==> src/rtl/ccff_chain_loader.sv <==
// ccff_chain_loader: streams a word-oriented bitstream into a serial
// configuration-flop chain, optionally followed by a readback-verify pass in
// which the host resends the same bitstream and the chain tail is compared
// against the head bit by bit.
//
// Ports
//   prog_clk       configuration clock, rising edge
//   pReset         synchronous active-high reset
//   start          begin a load (accepted in IDLE only)
//   verify_en      request a verify pass, latched when start is accepted
//   cfg_data       bitstream word, bit 0 shifted first
//   cfg_valid      cfg_data valid
//   cfg_ready      word buffer empty during LOAD/VERIFY
//   ccff_head      serial data to chain head
//   ccff_shift_en  chain shifts on this edge
//   ccff_tail      serial data from chain tail
//   busy           LOAD or VERIFY in progress
//   done           one-cycle completion pulse
//   error          sticky verify-mismatch flag
//   mismatch_cnt   saturating verify mismatch count
module ccff_chain_loader #(
    parameter int unsigned CHAIN_LEN = 40,
    parameter int unsigned WORD_W    = 8
) (
    input  logic              prog_clk,
    input  logic              pReset,
    input  logic              start,
    input  logic              verify_en,
    input  logic [WORD_W-1:0] cfg_data,
    input  logic              cfg_valid,
    output logic              cfg_ready,
    output logic              ccff_head,
    output logic              ccff_shift_en,
    input  logic              ccff_tail,
    output logic              busy,
    output logic              done,
    output logic              error,
    output logic [15:0]       mismatch_cnt
);

    localparam int unsigned NB_W  = $clog2(WORD_W + 1);
    localparam int unsigned CNT_W = $clog2(CHAIN_LEN + 1);

    typedef enum logic [1:0] {
        IDLE   = 2'd0,
        LOAD   = 2'd1,
        VERIFY = 2'd2,
        DONE   = 2'd3
    } state_t;

    state_t            r_state, w_state_nxt;
    logic [WORD_W-1:0] r_buf, w_buf_nxt;
    logic [NB_W-1:0]   r_nbits, w_nbits_nxt;
    logic [CNT_W-1:0]  r_cnt, w_cnt_nxt;
    logic              r_verify, w_verify_nxt;
    logic              r_error, w_error_nxt;
    logic [15:0]       r_mcnt, w_mcnt_nxt;

    logic r_cfg_ready, r_head, r_shift_en, r_busy, r_done;
    logic w_cfg_ready_nxt, w_head_nxt, w_shift_en_nxt, w_busy_nxt, w_done_nxt;

    logic w_accept;
    logic w_shift;

    // r_cfg_ready mirrors (busy && buffer empty), r_shift_en mirrors (buffer non-empty)
    assign w_accept = r_cfg_ready & cfg_valid;
    assign w_shift  = r_shift_en;

    // Next-state, datapath and next-output logic
    always_comb begin
        w_state_nxt  = r_state;
        w_buf_nxt    = r_buf;
        w_nbits_nxt  = r_nbits;
        w_cnt_nxt    = r_cnt;
        w_verify_nxt = r_verify;
        w_error_nxt  = r_error;
        w_mcnt_nxt   = r_mcnt;

        case (r_state)
            IDLE: begin
                if (start) begin
                    w_state_nxt  = LOAD;
                    w_cnt_nxt    = '0;
                    w_nbits_nxt  = '0;
                    w_error_nxt  = 1'b0;
                    w_mcnt_nxt   = '0;
                    w_verify_nxt = verify_en;
                end
            end
            LOAD, VERIFY: begin
                if (w_accept) begin
                    w_buf_nxt   = cfg_data;
                    w_nbits_nxt = NB_W'(WORD_W);
                end else if (w_shift) begin
                    if (r_state == VERIFY && ccff_tail != r_head) begin
                        w_error_nxt = 1'b1;
                        if (r_mcnt != 16'hFFFF) begin
                            w_mcnt_nxt = r_mcnt + 16'd1;
                        end
                    end
                    // Last chain bit: drop any leftover buffer bits and end the pass
                    if (r_cnt == CNT_W'(CHAIN_LEN - 1)) begin
                        w_cnt_nxt   = '0;
                        w_nbits_nxt = '0;
                        w_buf_nxt   = '0;
                        if (r_state == LOAD && r_verify) begin
                            w_state_nxt = VERIFY;
                        end else begin
                            w_state_nxt = DONE;
                        end
                    end else begin
                        w_cnt_nxt   = CNT_W'(r_cnt + CNT_W'(1));
                        w_nbits_nxt = r_nbits - NB_W'(1);
                        w_buf_nxt   = r_buf >> 1;
                    end
                end
            end
            DONE: begin
                w_state_nxt = IDLE;
            end
            default: begin
                w_state_nxt = IDLE;
            end
        endcase

        // Outputs are registered from the next-state view
        w_busy_nxt      = (w_state_nxt == LOAD) || (w_state_nxt == VERIFY);
        w_done_nxt      = (w_state_nxt == DONE);
        w_cfg_ready_nxt = w_busy_nxt && (w_nbits_nxt == '0);
        w_shift_en_nxt  = (w_nbits_nxt != '0);
        w_head_nxt      = w_shift_en_nxt & w_buf_nxt[0];
    end

    // State and output registers
    always_ff @(posedge prog_clk) begin
        if (pReset) begin
            r_state     <= IDLE;
            r_buf       <= '0;
            r_nbits     <= '0;
            r_cnt       <= '0;
            r_verify    <= 1'b0;
            r_error     <= 1'b0;
            r_mcnt      <= '0;
            r_cfg_ready <= 1'b0;
            r_head      <= 1'b0;
            r_shift_en  <= 1'b0;
            r_busy      <= 1'b0;
            r_done      <= 1'b0;
        end else begin
            r_state     <= w_state_nxt;
            r_buf       <= w_buf_nxt;
            r_nbits     <= w_nbits_nxt;
            r_cnt       <= w_cnt_nxt;
            r_verify    <= w_verify_nxt;
            r_error     <= w_error_nxt;
            r_mcnt      <= w_mcnt_nxt;
            r_cfg_ready <= w_cfg_ready_nxt;
            r_head      <= w_head_nxt;
            r_shift_en  <= w_shift_en_nxt;
            r_busy      <= w_busy_nxt;
            r_done      <= w_done_nxt;
        end
    end

    assign cfg_ready     = r_cfg_ready;
    assign ccff_head     = r_head;
    assign ccff_shift_en = r_shift_en;
    assign busy          = r_busy;
    assign done          = r_done;
    assign error         = r_error;
    assign mismatch_cnt  = r_mcnt;

endmodule

==> config.mk <==
export PLATFORM = sky130hd
export DESIGN_NAME = ccff_chain_loader
export DESIGN_NICKNAME = d
export VERILOG_FILES = /design/src/rtl/ccff_chain_loader.sv
export SDC_FILE = /design/constraint.sdc
export NUM_CORES = 1
export LEC_CHECK = 0
export ABC_AREA = 1
export BUFFER_PORTS_ARGS = -buffer_cell sky130_fd_sc_hd__buf_2
export CORE_MARGIN = 2
export CORE_UTILIZATION = 50
export DETAILED_ROUTE_END_ITERATION = 7
export GPL_ROUTABILITY_DRIVEN = 0
export PLACE_DENSITY = 0.71
export SETUP_SLACK_MARGIN = 0.4
export SYNTH_ARGS = -nofsm -noshare
export SYNTH_HDL_FRONTEND = slang
export SYNTH_SLANG_ARGS = --single-unit
==> constraint.sdc <==
create_clock -name prog_clk -period 2.7 [get_ports prog_clk]
set_clock_uncertainty 0.1 [all_clocks]
set_input_delay 0.54 -clock prog_clk [delete_from_list [all_inputs] [get_ports prog_clk]]
set_output_delay 0.54 -clock prog_clk [all_outputs]
set_load 0.005 [all_outputs]
==> results of run 1 <==
## logic make-up after synthesis
| logic type | after synthesis |
|---|---|
| flops | 43 |
| compound gates | 58 |
| fa+ha+maj | 8 |
| buf+inv | 59 |
| simple gates | 209 |
| xor+xnor | 1 |
## worst paths after layout
path | from | end | slack (ns) | cells past startpoint
worst max-delay path | r_cnt[0] | cfg_ready | 0.61 | 11
worst min-delay path | r_verify | r_verify | 0.37 | 2
worst max register to register | r_cnt[0] | cfg_ready | 0.61 | 11
worst min register to register | r_verify | r_verify | 0.37 | 2
## through the flow
step,total power [mW],setup WS (ns),hold WS (ns)
6_report,1.339,0.6095,0.3703
5_1_grt,1.415,0.4370,0.3838
4_1_cts,1.333,0.4330,0.3684
3_5_place_dp,0.9189,0.4379,0.3552
3_3_place_gp,0.9165,0.4881,0.3592
2_1_floorplan,0.8623,0.7507,0.3393
## per-layer routing
layer | share of wire (%) | routed length [um] | vias up
li1 | - | - | 1297
met3 | 5.2 | 298 | 5
met1 | 51 | 2882 | 1058
met5 | 0 | 0 | -
met2 | 43 | 2471 | 64
met4 | 0.91 | 52 | 0
## synth_stat cells, drive strengths merged
master  count
nand2      89
nor2       72
inv        50
dfxtp      43
nand3      30
a21oi      27
o21ai      17
nor3       10
ha          8
buf         6
o21bai      5
a32oi       3
nand4       3
a22oi       2
and3        2
clkbuf      2
nor4        2
a211oi      1
a21boi      1
a31o        1
clkinv      1
nor3b       1
o22ai       1
xor2        1
## state kept, by name, indices dropped and copies added, names as in the netlist
name / flops
r_verify: 1
mismatch_cnt: 16
r_buf: 8
ccff_shift_en: 1
r_state: 2
cfg_ready: 1
error: 1
done: 1
r_nbits: 4
ccff_head: 1
busy: 1
r_cnt: 6
## cell type report
| class | instances | area [um2] | share of cell area, % |
|---|---|---|---|
| clock buffers | 6 | 82.58 | 2.886 |
| clock inverters | 1 | 5.005 | 0.1749 |
| inverters | 51 | 193.9 | 6.777 |
| multi-input cells | 277 | 1430 | 49.98 |
| flip-flops and latches | 43 | 860.8 | 30.08 |
| well taps | 67 | 83.83 | 2.930 |
| repair buffers | 39 | 205.2 | 7.171 |
## where the power goes
| group | leakage [nW] | switching, mW | total (mW) | internal [mW] |
|---|---|---|---|---|
| logic | 0.834 | 0.168 | 0.255 | 0.0872 |
| registers | 0.348 | 0.0176 | 0.672 | 0.654 |
| clock network | 0.0470 | 0.211 | 0.411 | 0.201 |
| total | 1.23 | 0.396 | 1.34 | 0.942 |
## worst reg2reg max path, stage by stage, from the launching register on
cell and delay (ns):
dfxtp_1 0.38, ha_1 0.19, nand2_1 0.07, nor2_1 0.13, nand2_1 0.10, nor2_2 0.16, nand2_1 0.09, o22ai_1 0.17
nor2_1 0.07, ha_1 0.28, nand2_1 0.07, nor3_1 0.20
==> metrics.md, run 1 <==
| Metric | Value |
|---|---|
| Critical path capture point type | `flip-flop` |
| Largest family of logic cells by synthesized area | `simple AND/OR/NAND/NOR gates` |
| GR Util met3 | `4.201%` |
| Seq/Total Area, Yosys | `34.64%` |
| Number of global-route vias before repair | `1983` |
| Post-synthesis mux area share | `0%` |
| Worst path most repeated cell | `nand2_1` |
| Synth Warn # | `0` |
| Crit path cell chain | `ha_1 > nand2_1 > nor2_1 > nand2_1 > nor2_2 > nand2_1 > o22ai_1 > nor2_1 > ha_1 > nand2_1 > nor3_1` |
| Final Util | `60.18%` |
| Via count | `2424` |
| Slew Viols, Final | `0` |
| Minimum clock period | `2.091 ns` |
| Max-cap violations | `0` |
| First-pass GRT wire length | `9.156 mm` |
| Clock transition at path regs | `0.08 ns` |
| Fillers | `462` |
| Unrepaired setup endpoints after global routing | `false` |
| Synthesized area per cell | `6.574 um2` |
| Vias per Instance | `5.008` |
| Area Overhead vs Synth | `15.16%` |
| Family with the most delay on the worst path | `simple AND/OR/NAND/NOR gates` |
| CP Data Required Time | `2.82 ns` |
| Clock tree buffer depth | `2` |
| Synth Register Bits | `43` |
| Placed instance area | `0.002725 mm2` |
| Syn Std Cell Area | `0.002485 mm2` |
| Clk root buf | `clkbuf_8` |
| Synth area leader | `dfxtp_1` |
| GRT Overall Usage | `21.30%` |
| Cell row count | `25` |
| IO buf count | `35` |
| Clk sinks | `43` |
| Initial Util | `52.26%` |
| Critical-path top delay cell | `dfxtp_1` |
| XOR/XNOR Fraction of Synth Area | `0.3525%` |
| Critical path class | `reg2reg` |
| TritonCTS buffer count | `5` |
| CTS-repair resized insts | `0` |
| Simple-Gate Fraction of Synth Area | `37.01%` |
| # Post-CTS Setup Buffers | `0` |
| Die area | `0.005550 mm2` |
| Worst EP arrival | `2.21 ns` |
| Clk_lat worst skew | `0.29 ns` |
| Synthesized Nets | `400` |
| Hold Path Class | `reg2reg` |
| H-tree Lvls | `2` |
| Setup TNS | `0 ns` |
| Routed length per instance | `11.79 um` |
| Final HPWL DP | `4.198 mm` |
| CP Buf/Inv Count | `0` |
| CP startpoint kind | `flip-flop` |
| Worst Tran Pin Value | `0.3663 ns` |
| Grt met2 use | `31.47%` |
| Initial antenna violation count | `0` |
| Grt peak-use layer | `met2` |
| DRT Pass-1 Iters | `4` |
| Final #Nets | `439` |
| CTS tree | `yes` |
| Fin area | `0.002861 mm2` |
| Critical Path Max Stage Delay | `0.38 ns` |
| Worst rel slew slack | `75.40%` |
| Cell variety after synth | `36` |
| Commonest cells after routing, fill and taps aside | `84 x nand2_1, 66 x nor2_1, 44 x inv_1, 43 x dfxtp_1, 35 x buf_2` |
| DR iter-0 viols | `150` |
| Most common cell after layout, fill and taps aside | `nand2_1` |
| Fin cells | `484` |
| Die Span Y | `74.50 um` |
| CTS Hold Bufs | `0` |
| Placeable Area | `0.004755 mm2` |
| DRC | `0` |
| Top post-synthesis cells by area | `dfxtp_1 35%, nand2_1 13%, nor2_1 10%, inv_1 6.6%, nand3_1 5.8%` |
| Final hold violation count | `0` |
| Area share of fa/ha/maj cells after synthesis | `4.028%` |
| Cells after synthesis | `378` |
| Compound-cell area share of the yosys netlist | `14.30%` |
| GRT overflow | `0` |
| Synth top area share | `34.64%` |
| Layout cells sized above 1 | `17.99%` |
| # diodes | `0` |
| Largest net degree at the start of global routing | `22` |
| FMAX | `478.3 MHz` |
| Outcome | `complete, no violations` |
| Critical path fanouts, max | `4` |
| Setup Viol. Count Final | `0` |
| Leak | `1.229 nW` |
| Die width | `74.50 um` |
| Post-detailed-route count of antenna-violating nets | `0` |
| Fin crit share | `77.43%` |
| Cell count after placement | `476` |
| Worst vdd ir | `276.8 uV` |
| Power per cell area | `467.8 mW/mm2` |
| M1 GR Usage | `31.01%` |
| Boundary Pins | `36` |
| WL final | `5.704 mm` |
No activity file was read; power rests on OpenSTA's default activity.
==> inputs of run 2 (changes only) <==
==> constraint.sdc (replaced) <==
create_clock -name prog_clk -period 2.2 [get_ports prog_clk]
set_clock_uncertainty 0.1 [all_clocks]
set_input_delay 0.44 -clock prog_clk [delete_from_list [all_inputs] [get_ports prog_clk]]
set_output_delay 0.44 -clock prog_clk [all_outputs]
set_load 0.005 [all_outputs]
==> run 2 against run 1 <==
Final area up 18%; fmax up 13%; clock power up 54%; via count up 14%; count of clock-buffer cells in the layout down 1; hold slack worse by 0.088 ns; sequential share of layout area down 4.4 points; register-to-register slack worse by 0.26 ns; sequential cell count unchanged; non-clock buffer count up 27; critical path type unchanged.
==> metrics.md, run 2 (synthesis gave the netlist of run 1 again) <==
| Metric | Value |
|---|---|
| Critical Path Max Stage Delay | `0.36 ns (-0.02 ns)` |
| GRT Overall Usage | `25.46% (+4.2 points)` |
| Outcome | `complete, no violations` |
| Hold Path Class | `in2reg` |
| Clock transition at path regs | `0.09 ns (about the same)` |
| Layout cells sized above 1 | `33.04% (+15 points)` |
| WL final | `7.286 mm (+28%)` |
| Worst Tran Pin Value | `0.4294 ns (+0.06314 ns)` |
| CP startpoint kind | `flip-flop` |
| DR iter-0 viols | `199 (+33%)` |
| Power per cell area | `569.9 mW/mm2 (+22%)` |
| Worst reg2reg path startpoint | `r_state[0]` |
| CTS Hold Bufs | `0 (unchanged)` |
| Boundary Pins | `36 (unchanged)` |
| Initial Util | `52.26% (unchanged)` |
| FMAX | `541.4 MHz (+13%)` |
| CP Data Required Time | `2.34 ns (-0.48 ns)` |
| Most common cell after layout, fill and taps aside | `nand2_1` |
| Placeable Area | `0.004755 mm2 (unchanged)` |
| Worst rel slew slack | `71.34% (-4.1 points)` |
| TritonCTS buffer count | `5 (unchanged)` |
| Via count | `2765 (+14%)` |
| Final hold violation count | `0 (unchanged)` |
| Critical-path top delay cell | `dfxtp_2` |
| Die area | `0.005550 mm2 (unchanged)` |
| DRT Pass-1 Iters | `5 (+1)` |
| Worst EP arrival | `1.99 ns (-0.22 ns)` |
| Routed length per instance | `14.15 um (+20%)` |
| GRT overflow | `0 (unchanged)` |
| Die width | `74.50 um (unchanged)` |
| Clk root buf | `clkbuf_8` |
| Setup Viol. Count Final | `0 (unchanged)` |
| Register area | `872.1 um2 (+1.3%)` |
| Multi-input logic area | `0.001662 mm2 (+16%)` |
| Unrepaired setup endpoints after global routing | `true` |
| Hold wc startpoint | `verify_en` |
| Largest net degree at the start of global routing | `22 (unchanged)` |
| Family with the most delay on the worst path | `simple AND/OR/NAND/NOR gates` |
| IO buf count | `35 (unchanged)` |
| DRC | `0 (unchanged)` |
| CTS tree | `yes` |
| Max-cap violations | `0 (unchanged)` |
| Worst vdd ir | `377.8 uV (+36%)` |
| Number of global-route vias before repair | `2381 (+20%)` |
| Fin crit share | `83.96% (+6.5 points)` |
| Minimum clock period | `1.847 ns (-0.2433 ns)` |
| Slew Viols, Final | `0 (unchanged)` |
| Vias per Instance | `5.369 (+7.2%)` |
| Total Power | `1.933 mW (+44%)` |
| Critical path fanouts, max | `9 (+5)` |
| Clk_lat worst skew | `0.30 ns (about the same)` |
| Commonest cells after routing, fill and taps aside | `74 x nand2_1, 59 x nor2_1, 40 x inv_1, 36 x dfxtp_1, 35 x buf_2` |
| Largest register FFs | `16 (unchanged)` |
| H-tree Lvls | `2 (unchanged)` |
| Critical path class | `reg2reg` |
| # diodes | `0 (unchanged)` |
| Post-detailed-route count of antenna-violating nets | `0 (unchanged)` |
| First-pass GRT wire length | `10.90 mm (+19%)` |
| Die Span Y | `74.50 um (unchanged)` |
| Clock tree buffer depth | `2 (unchanged)` |
| Cell row count | `25 (unchanged)` |
| Initial antenna violation count | `0 (unchanged)` |
| Critical path capture point type | `flip-flop` |
| Final HPWL DP | `4.457 mm (+6.2%)` |
| Final #Nets | `469 (+6.8%)` |
| Fillers | `396 (-14%)` |
| Clk sinks | `43 (unchanged)` |
| Leak | `1.460 nW (+19%)` |
| Worst setup startpoint | `r_state[0]` |
| Area Overhead vs Synth | `36.46%` |
| Setup TNS | `0 ns (unchanged)` |
| Crit path cell chain | `inv_4 > ha_4 > inv_6 > nand2_2 > nand2_2 > nand2_4 > nor2_4 > nand2_4 > o21bai_1 > inv_2 > nor2_1` |
| CP Buf/Inv Count | `3 (+3)` |
[run 2: changes by cell type in the layout (fill, tap and decap cells not counted), sizes merged]
cell    change
bufinv      +1
nor2        +2
clkbuf      -1
nand2       +1
clkinv      +1
buf        +27
[run 2: worst paths after layout]
kind / endpoint / slack [ns] / cells after the start
setup / recovery: mismatch_cnt[12] / 0.35 / 11
hold / removal: r_verify / 0.28 / 3
hold reg to reg: r_verify / 0.38 / 2
setup reg to reg: mismatch_cnt[12] / 0.35 / 11
[run 2: routing by layer]
| layer | share of wire [%] | up-vias | wire [um] | GRT usage (%) |
|---|---|---|---|---|
| met5 | 0 | - | 0 | 0 |
| met4 | 2.0 | 0 | 144 | 7.738 |
| met3 | 6.6 | 15 | 480 | 4.878 |
| met2 | 47 | 112 | 3428 | 39.43 |
| met1 | 44 | 1282 | 3233 | 36.00 |
| li1 | - | 1356 | - | - |
[run 2: timing repair]
| item | 4_1_cts | 5_1_grt |
|---|---|---|
| cloned | 3 | 1 |
| setup endpoints to repair | 29 | 33 |
| gates resized for setup | 34 | 31 |
| pin swaps | 21 | 18 |
| buffers inserted | 15 | 10 |
[run 2: metrics by stage]
stage	cells	cell area (um2)	setup slack (ns)	utilization [%]	hold WS (ns)
after detailed placement	478	2774	0.1424	58.34	0.3633
after global routing	515	3391	0.2561	71.32	0.2887
final	515	3391	0.3528	71.32	0.2819
after CTS	504	3193	0.3795	67.16	0.2785
after global placement	478	2774	0.1921	58.34	0.3498
after floorplan	378	2519	0.4065	-	0.3273
[run 2: tightest hold or removal path, delay by kind of cell]
family,cells,cell delay (ns)
buf+inv,1,0.10
simple gates,1,0.06
compound gates,1,0.06
[run 2: cell type report]
class / instances / area share, %
multi-input cells: 280 / 49.00
flip-flops and latches: 43 / 25.72
repair buffers: 66 / 13.47
inverters: 51 / 6.015
well taps: 67 / 2.472
clock buffers: 5 / 2.030
clock inverters: 3 / 1.292
[run 2: power by group]
group	internal [mW]	switching, mW	leakage, nW
sequential	0.805	0.0239	0.351
combinational	0.188	0.284	1.05
clock	0.338	0.293	0.0581
total	1.33	0.602	1.46
==> inputs of run 3 (changes only) <==
--- a/config.mk
+++ b/config.mk
@@ -5,13 +5,13 @@
 export SDC_FILE = /design/constraint.sdc
 export NUM_CORES = 1
 export LEC_CHECK = 0
-export ABC_AREA = 1
+export ABC_AREA = 0
 export BUFFER_PORTS_ARGS = -buffer_cell sky130_fd_sc_hd__buf_2
 export CORE_MARGIN = 2
 export CORE_UTILIZATION = 50
 export DETAILED_ROUTE_END_ITERATION = 7
 export GPL_ROUTABILITY_DRIVEN = 0
-export PLACE_DENSITY = 0.71
+export PLACE_DENSITY = 0.72
 export SETUP_SLACK_MARGIN = 0.4
 export SYNTH_ARGS = -nofsm -noshare
 export SYNTH_HDL_FRONTEND = slang
==> constraint.sdc (replaced) <==
create_clock -name prog_clk -period 1.9 [get_ports prog_clk]
set_clock_uncertainty 0.1 [all_clocks]
set_input_delay 0.38 -clock prog_clk [delete_from_list [all_inputs] [get_ports prog_clk]]
set_output_delay 0.38 -clock prog_clk [all_outputs]
set_load 0.005 [all_outputs]
==> run 3 against run 2 <==
The flow now finishes with violations (negative setup slack); first-iteration DRC count rose by 66%; count of clock-buffer cells in the layout increased by 1; hold slack lost 0.060 ns; non-clock buffer count up 43; utilization up 18 points; routed wire length is 28% higher; cell count shrank 21%; total power increased by 38%; via count down 1.3%; die area fell by 15%; worst setup slack got worse by 0.68 ns; critical path type unchanged; highest routed layer unchanged.
==> metrics.md, run 3 <==
| Metric | Value |
|---|---|
| Slew Viols, Final | `0 (unchanged)` |
| Synth area leader | `dfxtp_1` |
| Hold Path Sink | `r_verify` |
| Max-cap violations | `0 (unchanged)` |
| Critical path class | `reg2reg` |
| Synth Flop Type | `dfxtp_1` |
| Synth top area share | `41.03% (+6.4 points)` |
| Synth Warn # | `0 (unchanged)` |
| Final WS setup | `-0.3320 ns (-0.6848 ns)` |
| M1 GR Usage | `37.32% (+1.3 points)` |
| Leak | `1.446 nW (-0.93%)` |
| TritonCTS buffer count | `5 (unchanged)` |
| Switching Share | `34.19% (+3.1 points)` |
| Cells on worst reg2reg path | `9 (-2)` |
| Total internal power | `1.752 mW (+32%)` |
| Layout cells sized above 1 | `55.06% (+22 points)` |
| IO buf count | `35 (unchanged)` |
| Die area | `0.004731 mm2 (-15%)` |
| Syn Std Cell Area | `0.002098 mm2 (-16%)` |
| Grt met2 use | `48.80% (+9.4 points)` |
| Most common cell after layout, fill and taps aside | `buf_4` |
| Final hold violation count | `0 (unchanged)` |
| Minimum clock period | `2.232 ns (+0.3848 ns)` |
| DRT Pass-1 Iters | `5 (unchanged)` |
| Flop pwr share | `36.9% (-6.0 points)` |
| Die width | `68.78 um (-7.7%)` |
| Comb power frac | `39.5% (+15 points)` |
| Clk root buf | `clkbuf_8` |
| Via count | `2730 (-1.3%)` |
| Clock transition at path regs | `0.10 ns (about the same)` |
| DRC | `0 (unchanged)` |
| Clock tree buffer depth | `2 (unchanged)` |
| # diodes | `0 (unchanged)` |
| Net switching power | `0.9103 mW (+51%)` |
| Synth top cells by count | `43 x dfxtp_1, 27 x nor2_1, 20 x a21oi_1` |
| Reg2reg end | `mismatch_cnt[15]` |
| Pre-CTS WS | `-0.1870 ns (-0.3294 ns)` |
| Clock network power share | `23.5% (-9.2 points)` |
| Critical path fanouts, max | `6 (-3)` |
| Initial antenna violation count | `0 (unchanged)` |
| H-tree Lvls | `2 (unchanged)` |
| GR Util met3 | `7.630% (+2.8 points)` |
| Worst Tran Pin Value | `0.5130 ns (+0.08357 ns)` |
| Worst EP arrival | `2.32 ns (+0.33 ns)` |
| Clk sinks | `43 (unchanged)` |
| Power per cell area | `740.7 mW/mm2 (+30%)` |
| Cell variety after synth | `44 (+22%)` |
| Placed instance area | `0.002825 mm2 (+1.8%)` |
| Synthesized Nets | `269 (-33%)` |
| Critical path capture point type | `flip-flop` |
| Cell row count | `23 (-8.0%)` |
| Worst reg2reg path startpoint | `r_state[0]` |
| Setup Viol. Count Final | `30 (+30)` |
| Cell count after placement | `376 (-21%)` |
| WL final | `9.305 mm (+28%)` |
| First-pass GRT wire length | `10.39 mm (-4.7%)` |
| Worst rel slew slack | `65.32% (-6.0 points)` |
| Placeable Area | `0.004029 mm2 (-15%)` |
| Cells after synthesis | `247 (-35%)` |
| CP startpoint kind | `flip-flop` |
| DR iter-0 viols | `331 (+66%)` |
| Top post-synthesis cells by area | `dfxtp_1 41%, nor2_1 4.8%, a21oi_1 4.8%, ha_1 4.8%, o21ai_0 3.1%` |
| Clk_lat worst skew | `0.31 ns (about the same)` |
| Unrepaired setup endpoints after global routing | `true` |
| Fin crit share | `117.5% (+34 points)` |
| GRT Overall Usage | `29.83% (+4.4 points)` |
| Die Span Y | `68.78 um (-7.7%)` |
| Final #Nets | `378 (-19%)` |
| Largest net degree at the start of global routing | `20 (-9.1%)` |
| Fillers | `167 (-58%)` |
| Synthesized area per cell | `8.495 um2 (+29%)` |
| Area Overhead vs Synth | `71.32%` |
| Vias per Instance | `6.724 (+25%)` |
| Post-synth ARST share | `0% (unchanged)` |
| GRT overflow | `0 (unchanged)` |
| Synth Register Bits | `43 (unchanged)` |
| Fin cells | `406 (-21%)` |
| WHS Path Cells | `3 (unchanged)` |
| CP Data Required Time | `1.99 ns (-0.35 ns)` |
| Worst vdd ir | `454.6 uV (+20%)` |
| Number of global-route vias before repair | `2247 (-5.6%)` |
| Post-detailed-route count of antenna-violating nets | `0 (unchanged)` |
| Worst reg-to-reg setup slack | `-0.33 ns (-0.68 ns)` |
| Hold Path Class | `in2reg` |
| FMAX | `448.0 MHz (-17%)` |
| CTS Hold Bufs | `0 (unchanged)` |
| Routed length per instance | `22.92 um (+62%)` |
| Boundary Pins | `36 (unchanged)` |
| Final HPWL DP | `4.067 mm (-8.7%)` |
| Number of flops mapped to enable cells by yosys | `0 (unchanged)` |
| Grt peak-use layer | `met2` |
| Total Power | `2.663 mW (+38%)` |
| CTS tree | `yes` |
| Outcome | `complete, but fails checks` |
| Count leader, synth | `dfxtp_1` |
| Hold wc startpoint | `verify_en` |
| Commonest cells after routing, fill and taps aside | `44 x buf_4, 38 x dfxtp_1, 35 x buf_2, 26 x buf_6, 17 x nor2_1` |
| Seq/Total Area, Yosys | `41.03% (+6.4 points)` |
| Initial Util | `52.08% (-0.18 points)` |
| Failing checks | `negative setup slack` |
| Fin area | `0.003595 mm2 (+6.0%)` |
| Largest register FFs | `16 (unchanged)` |
## run 3: repair_timing
item	in CTS	in global routing
endpoints found under the setup margin	42	42
cloned	1	0
buffers inserted	12	10
resized for setup	60	47
pin swaps	16	27
## run 3: routing by layer
layer  share of wire, %  wire [um]  vias up
met4                5.4        501        0
met5                  0          0        -
li1                   -          -     1134
met3                 11        984       65
met1                 37       3471     1295
met2                 47       4346      236
## run 3: layout make-up
type / instances / area (um2) / area share (%)
clock buffers: 6 / 82.58 / 2.297
inverters: 10 / 45.04 / 1.253
repair buffers: 109 / 880.8 / 24.50
clock inverters: 1 / 5.005 / 0.1392
multi-input cells: 187 / 1649 / 45.88
flip-flops and latches: 43 / 869.6 / 24.19
well taps: 50 / 62.56 / 1.740
## run 3: worst max path at each step
stage	start	end	slack, ns
after floorplan	r_state[1]	mismatch_cnt[12]	-0.14
after global placement	cfg_valid	mismatch_cnt[12]	-0.12
after detailed placement	cfg_valid	cfg_ready	-0.19
after CTS	r_state[0]	mismatch_cnt[7]	-0.09
after global routing	r_state[0]	mismatch_cnt[5]	-0.37
final	r_state[0]	mismatch_cnt[15]	-0.33
## run 3: power groups by stage
stage          clock [mW]  combinational, mW  sequential [mW]
6_report            0.627               1.05            0.984
5_1_grt             0.655               1.09            0.987
4_1_cts             0.607              0.804            0.973
3_5_place_dp            0              0.593            0.992
3_3_place_gp            0              0.581            0.991
2_1_floorplan           0              0.322             1.00
## run 3: metrics by stage
step	hold slack [ns]	utilization [%]	setup TNS [ns]
final	0.2217	89.22	-6.172
after global placement	0.3591	70.12	-1.222
after global routing	0.2585	89.22	-7.392
after CTS	0.2365	81.93	-1.104
after detailed placement	0.3634	70.12	-1.731
after floorplan	0.3367	-	-1.141
## run 3: cell families after synthesis
kind of cell / after synthesis / synth area share, %
flops: 43 / 41.03
compound gates: 66 / 21.47
simple gates: 105 / 26.00
xor+xnor: 4 / 1.670
fa+ha+maj: 8 / 4.771
buf+inv: 17 / 3.161
mux: 4 / 1.908
## run 3: critical path: stages, from the launching register on
cell and delay, ns:
dfxtp_2 0.38, inv_4 0.06, ha_4 0.34, nor2_4 0.07, a211oi_4 0.20, buf_6 0.15, o2111ai_4 0.18, buf_4 0.19
o31ai_1 0.31, a21oi_2 0.11
